$ cat src/rtl/cpu_ctrl_pkg.sv
// Shared control-word layout for the PA-RISC pipeline: field positions,
// the bubble word and the default per-stage keep-masks (EX, MEM, WB).
package cpu_ctrl_pkg;

  localparam int CW = 21;

  localparam int SRD_LSB       = 19;
  localparam int SRD_W         = 2;
  localparam int PSW_LE_RE_LSB = 17;
  localparam int PSW_LE_RE_W   = 2;
  localparam int B_LSB         = 16;
  localparam int SOH_OP_LSB    = 13;
  localparam int SOH_OP_W      = 3;
  localparam int ALU_OP_LSB    = 9;
  localparam int ALU_OP_W      = 4;
  localparam int RAM_CTRL_LSB  = 5;
  localparam int RAM_CTRL_W    = 4;
  localparam int L_LSB         = 4;
  localparam int RF_LE_LSB     = 3;
  localparam int ID_SR_LSB     = 1;
  localparam int ID_SR_W       = 2;
  localparam int UB_LSB        = 0;

  localparam logic [CW-1:0] NOP_WORD = 21'h000000;

  // Ones over bits [lsb +: width] of a control word.
  function automatic logic [CW-1:0] field_mask(input int lsb, input int width);
    logic [CW-1:0] m;
    m = '0;
    for (int i = 0; i < CW; i++) begin
      if ((i >= lsb) && (i < lsb + width)) begin
        m[i] = 1'b1;
      end
    end
    return m;
  endfunction

  localparam logic [CW-1:0] MASK_EX  = {CW{1'b1}};
  localparam logic [CW-1:0] MASK_MEM = field_mask(RAM_CTRL_LSB, RAM_CTRL_W)
                                     | field_mask(L_LSB, 1)
                                     | field_mask(RF_LE_LSB, 1);
  localparam logic [CW-1:0] MASK_WB  = field_mask(RF_LE_LSB, 1);

  localparam int DEF_NSTAGES = 3;
  localparam logic [DEF_NSTAGES*CW-1:0] DEF_STAGE_MASK = {MASK_WB, MASK_MEM, MASK_EX};

endpackage

$ cat src/rtl/ctrl_stage_reg.sv
// One control-word pipeline stage: holds when en=0, loads a masked bubble
// or the masked upstream word otherwise.
module ctrl_stage_reg #(
  parameter int                    CW       = cpu_ctrl_pkg::CW,
  parameter logic [CW-1:0] MASK     = {CW{1'b1}},
  parameter logic [CW-1:0] NOP_WORD = cpu_ctrl_pkg::NOP_WORD
) (
  input  logic          clk,
  input  logic          rst_n,
  input  logic          en,
  input  logic          bubble,
  input  logic [CW-1:0] d,
  input  logic          valid_d,
  output logic [CW-1:0] q,
  output logic          valid_q
);
  import cpu_ctrl_pkg::*;

  // Stage register; masking at load time keeps dropped fields at zero.
  always_ff @(posedge clk or negedge rst_n) begin
    if (!rst_n) begin
      q       <= NOP_WORD & MASK;
      valid_q <= 1'b0;
    end else if (en) begin
      if (bubble) begin
        q       <= NOP_WORD & MASK;
        valid_q <= 1'b0;
      end else begin
        q       <= d & MASK;
        valid_q <= valid_d;
      end
    end
  end

endmodule

$ cat src/rtl/ctrl_signal_pipe.sv
// Control-word pipeline from ID through NSTAGES stages with freeze, bubble
// injection, per-stage flush, valid tracking and a saturating bubble counter.
module ctrl_signal_pipe #(
  parameter int                            CW         = cpu_ctrl_pkg::CW,
  parameter int                            NSTAGES    = cpu_ctrl_pkg::DEF_NSTAGES,
  parameter logic [NSTAGES*CW-1:0] STAGE_MASK = cpu_ctrl_pkg::DEF_STAGE_MASK,
  parameter logic [CW-1:0]         NOP_WORD   = cpu_ctrl_pkg::NOP_WORD,
  parameter int                            CNTW       = 16
) (
  input  logic                  Clk,
  input  logic                  Rst,
  input  logic                  En,
  input  logic                  S,
  input  logic                  stall,
  input  logic [NSTAGES-1:0]    flush,
  input  logic [CW-1:0]         ctrl_in,
  input  logic                  valid_in,
  output logic [NSTAGES*CW-1:0] stage_ctrl,
  output logic [NSTAGES-1:0]    stage_valid,
  output logic [CNTW-1:0]       bubble_cnt
);
  import cpu_ctrl_pkg::*;

  logic [NSTAGES-1:0] bubble;

  // Stage 0 also bubbles on CU-mux NOP select and load-use stall.
  always_comb begin
    bubble    = flush;
    bubble[0] = S | stall | flush[0];
  end

  for (genvar k = 0; k < NSTAGES; k++) begin : g_stage
    logic [CW-1:0] d;
    logic          valid_d;

    if (k == 0) begin : g_first
      assign d       = ctrl_in;
      assign valid_d = valid_in;
    end else begin : g_next
      assign d       = stage_ctrl[(k-1)*CW +: CW];
      assign valid_d = stage_valid[k-1];
    end

    ctrl_stage_reg #(
      .CW       (CW),
      .MASK     (STAGE_MASK[k*CW +: CW]),
      .NOP_WORD (NOP_WORD)
    ) u_stage (
      .clk     (Clk),
      .rst_n   (Rst),
      .en      (En),
      .bubble  (bubble[k]),
      .d       (d),
      .valid_d (valid_d),
      .q       (stage_ctrl[k*CW +: CW]),
      .valid_q (stage_valid[k])
    );
  end

  // Counts stage-0 bubbles while advancing; sticks at all-ones.
  always_ff @(posedge Clk or negedge Rst) begin
    if (!Rst) begin
      bubble_cnt <= '0;
    end else if (En && bubble[0] && (bubble_cnt != {CNTW{1'b1}})) begin
      bubble_cnt <= bubble_cnt + {{(CNTW-1){1'b0}}, 1'b1};
    end
  end

endmodule

$ cat config.mk
export PLATFORM = sky130hd
export DESIGN_NAME = ctrl_signal_pipe
export DESIGN_NICKNAME = d
export VERILOG_FILES = /design/src/rtl/cpu_ctrl_pkg.sv /design/src/rtl/ctrl_stage_reg.sv /design/src/rtl/ctrl_signal_pipe.sv
export SDC_FILE = /design/constraint.sdc
export NUM_CORES = 1
export LEC_CHECK = 0
export CORE_MARGIN = 5
export CORE_UTILIZATION = 44
export CTS_BUF_LIST = sky130_fd_sc_hd__clkbuf_8 sky130_fd_sc_hd__clkbuf_16
export DETAILED_ROUTE_END_ITERATION = 8
export PLACE_DENSITY = 0.88
export SLEW_MARGIN = 10
export SYNTH_ARGS = -nofsm -noshare
export SYNTH_HDL_FRONTEND = slang
export SYNTH_SLANG_ARGS = --single-unit
$ cat constraint.sdc
create_clock -name Clk -period 2.3 [get_ports Clk]
set_clock_uncertainty 0.1 [all_clocks]
set_input_delay 0.46 -clock Clk [delete_from_list [all_inputs] [get_ports Clk]]
set_output_delay 0.46 -clock Clk [all_outputs]
set_load 0.01 [all_outputs]
== Word-level counts from Yosys, hierarchy flattened ==
Cells that the tools add are included.

* Register bits after elaboration: 82
* Bits of input ports: 30
* Output and inout bits: 82
* Logic and storage cells: 19

* Add/subtract/negate cells: 1
* Eq/ne operators: 1
* Muxes and demuxes: 6
* Bitwise logic cells: 2
* Reductions and logical operators: 2

{| class="wikitable"
|+ Operator list
! cell !! count
|-
| 21-bit two-way mux || 1
|-
| 16-bit by 1-bit adder with 16-bit output, second input constant || 1
|-
| 16-bit != test, second input constant || 1
|-
| 9-bit two-way mux || 1
|-
| 4-bit two-way mux || 1
|-
| 1-bit two-way mux || 3
|-
| 1-bit logical AND || 2
|-
| 1-bit bitwise OR || 2
|}

== Logic depth before layout (Yosys ltp) ==
* Depth after elaboration: 4
* Mapped depth: 6

== By module ==
Synthesis repeated with hierarchy kept, for this count alone.

* Cell total of the unflattened synthesis: 242
* Area total of the unflattened synthesis: 2,473.6 µm²

{| class="wikitable"
|+ Modules (own cells, without submodules)
! module !! instances !! cells each !! area each (µm²) !! seq. area each (µm²)
|-
| ctrl_stage_reg at g_stage[0].u_stage || 1 || 95 || 989.7 || 550.5
|-
| ctrl_signal_pipe || 1 || 73 || 830.8 || 400.4
|-
| ctrl_stage_reg at g_stage[1].u_stage || 1 || 45 || 416.6 || 175.2
|-
| ctrl_stage_reg at g_stage[2].u_stage || 1 || 29 || 236.5 || 50.0
|}

== Least setup slack after synthesis ==
OpenSTA, ideal clock, no wires.

* Kind: register -> register
* From: reg bubble_cnt[0]
* To: reg bubble_cnt[7]
* Arrival: 1.451 ns
* Path slack: 0.611 ns
* Cell stages (with the launch flop): 6
* Cell sequence: dfrtp_1 ha_1 nand3_1 nor4_4 nor4_1 xor2_1

* Cells in the longest elaborated chain, start to end: 2
* Elaborated cells between the ends (all ways): 3
* Those cells by class: 1 x add/sub; 1 x eq/ne; 1 x reduce/logical

{| class="wikitable"
|+ Ends and longest elaborated chain
! what !! RTL line !! source
|-
| start, declared || ctrl_signal_pipe.sv:20 || <nowiki>output logic [CNTW-1:0] bubble_cnt</nowiki>
|-
| start signal, assigned || ctrl_signal_pipe.sv:65 || <nowiki>bubble_cnt <= bubble_cnt + {{(CNTW-1){1'b0}}, 1'b1};</nowiki>
|-
| parallel branches: the longest is 2 deep, another holds 16-bit by 1-bit adder with 16-bit output || - ||
|}

Parallel ways; which one is timed is not known.
A chain may end at the register's enable or synchronous reset.

== Worst setup path in the final report ==
* From: reg bubble_cnt[8]
* To: out bubble_cnt[8]

No word-level cell between the ends.

==> out/qor.yml <==
fmaxAchievable_mhz: 527
n_antenna_cell: 0
cp.arrival_ps: 1340
overflow: 0
ys_types: 34
place.gp.congestion: 0.821
synth_xor_area_frac: 0.0499
synth.ff_latch_count: 47
wl_per_cell_microns: 14.2
portBuffers: 76
antenna_found_initial: 0
critPathBufInv: 1
grt_pass1_wl_microns: 7990
run_status: "finished, final reports clean"
power.density_nw_per_um2: 644
fin_crit_sh: 0.826
synth_warnings: 0
dieArea_sq_um: 6730
irDropWorstVdd_mv: 0.305
core-area_sq_um: 5070
yosys-top-cells-count: "dfrtp_1, buf_4, a22o_1, nand2_1"
critPathKind: "flip-flop to output pin"
cts_resized: 0
cp_top_family: "buffers and inverters"
grt_max_degree: 23
start_util: 0.450
drt_wl_total_microns: 5100
pre_cts_ws_ps: 143
drcViolationCount: 0
synth.area.mux_share: 0.0148
first_pass_iters: 4
row_count: 26
synth_compound_area_frac: 0.124
drtIter0Drc: 56
p_leak_nw: 1.44
track_usage: 0.156
cts_setup_buffers: 0
setup_viol: 0
nFillCells: 421
worst_path_max_delay_cell: "clkdlybuf4s50_1"
cts_buffer_depth: 2
finalSetupTns_ps: 0
synth_top_flop_cell: "dfrtp_1"
path_max_fanout: 6
grt_pass1_vias: 1731
cts_num_sinks: 47
syn2layout_area_growth_pct: 36.1
yosysMostFrequentCell: "dfrtp_1"
clock_latency_ps: 290
synth-simple-area-share: 0.130
cp_cell_sequence: "clkdlybuf4s50_1"
vias_per_cell: 4.74
finalHoldViolCount: 0
cp.required_ps: 1740
htreeDepth: 2
maxCapViolCount: 0
drive_gt1_frac: 0.0865
nNetsFinal: 319
hp-class: "flip-flop to flip-flop"
drv_slew: 0
cts_tree: "done"
cts_buffers: 5
end_kind: "output pin"
syn-cell-area_sq_um: 2280
synth_edf_count: 0
min_period_ps: 1900
yosysTopAreaCell: "dfrtp_1"
postSynth.asyncResetShare: 1.00
ant_nets: 0
synthAdderAreaFrac: 0.00548
die_x_microns: 82.0
startpoint_type: "flip-flop"
synth_area_leaders: "dfrtp_1, buf_4, a22o_1, xor2_1, nand2_1"
yosysSeqAreaShare: 0.515
cts.clk_slew.worst_paths_ps: 80
setup_ws_ps: 401
max_stage_delay_ps: 580
die-height_microns: 82.0
synth_top_area_share: 0.515
root_buffer: "clkbuf_8"
route.vias.total: 1701
pin_count: 112
synth_top_family_by_area: "buffers and inverters"
rsz0062_at_grt: "false"
syn_inst: 209
dpl.hpwl_microns: 4010
synth_area_per_cell_sq_um: 10.9
-- metrics by stage --
stage	hold WS (ps)	util	total power, mW	cell area [sq um]	cells
floorplan	64.4	-	1.25	2410	243
global placement	312	0.589	1.48	2990	350
detailed placement	312	0.589	1.49	2990	350
CTS	389	0.612	2.03	3110	359
global route	417	0.612	2.11	3110	359
finish	387	0.612	2.00	3110	359
-- path summary, 6_finish.rpt --
kind	from	endpoint	slack (ps)	depth (start not counted)
max in group asynchronous	Rst	g_stage[0].u_stage.q[16]	1000	3
hold reg to reg	g_stage[1].u_stage.q[7]	g_stage[1].u_stage.q[7]	390	2
setup / recovery	bubble_cnt[8]	bubble_cnt[8]	400	1
hold / removal	g_stage[1].u_stage.q[7]	g_stage[1].u_stage.q[7]	390	2
min in group asynchronous	Rst	g_stage[0].u_stage.q[18]	530	2
setup reg to reg	bubble_cnt[0]	bubble_cnt[7]	480	5
-- report_power, final --
group,leakage (nW),internal (mW),switching (mW)
logic,0.766,0.254,0.211
clock network,0.0505,0.273,0.257
registers,0.627,0.904,0.0999
total,1.44,1.43,0.568
-- flip-flops by register name (all words and copies together), names as in the netlist --
| name | count |
|---|---|
| bubble_cnt | 16 |
| g_stage.u_stage.valid_q | 3 |
| g_stage.u_stage.q | 28 |
-- layer usage --
metal	share of wire	wire [microns]	GRT usage
met1	0.39	2000	0.179
met2	0.51	2630	0.275
met3	0.076	390	0.0395
met4	0.017	86	0.0648
met5	0	0	0
-- logic make-up (layout without fill, tap and decap cells) --
logic type	after synthesis	after routing
AO/OA/AOI/OAI	37	37
XOR/XNOR	13	13
adder cells (fa/ha/maj)	1	1
buffers and inverters	56	102
flip-flops	47	47
multiplexers	3	3
other	1	35
AND/OR/NAND/NOR	51	51
-- tightest hold or removal path, stage by stage, from the launching register on --
cell     delay (ps)
dfrtp_1         350
nand2_1          60
o31ai_1          50
-- cell type report --
type	count	area, sq um	area share
Multi-Input combinational cell	140	873	0.281
Sequential cell	47	1180	0.379
Clock buffer	7	96.3	0.0310
Tap cell	70	87.6	0.0282
Inverter	11	41.3	0.0133
Timing Repair Buffer	83	823	0.265
Clock inverter	1	7.51	0.00242
-- placed cells by master, fill, tap and decap left out --
cell type,count
and2_1,1
a21oi_2,1
nor3b_1,1
a211oi_1,3
buf_4,5
or2_4,1
nand4_1,3
nor4_2,1
or3_1,2
o21ai_0,7
dfrtp_1,47
inv_1,11
buf_2,1
o31ai_1,5
nor4_4,1
and3_1,3
xnor2_1,2
buf_12,1
clkinvlp_4,1
a22o_1,19
a21oi_1,1
dlygate4sd3_1,1
o2bb2ai_1,1
and3_2,1
mux2_2,3
nand3_1,5
xor2_1,11
nor2_1,6
nor4_1,2
nor3_4,1
nand2_1,19
clkdlybuf4s50_1,75
nand4_4,1
clkbuf_8,7
ha_1,1
conb_1,35
nor3_1,3
-- repair_timing --
item                                   CTS  global route
endpoints found under the hold margin    5             0
setup endpoints to repair                0             0
hold buffers                             1             0
(Power assumes the default switching activity.)
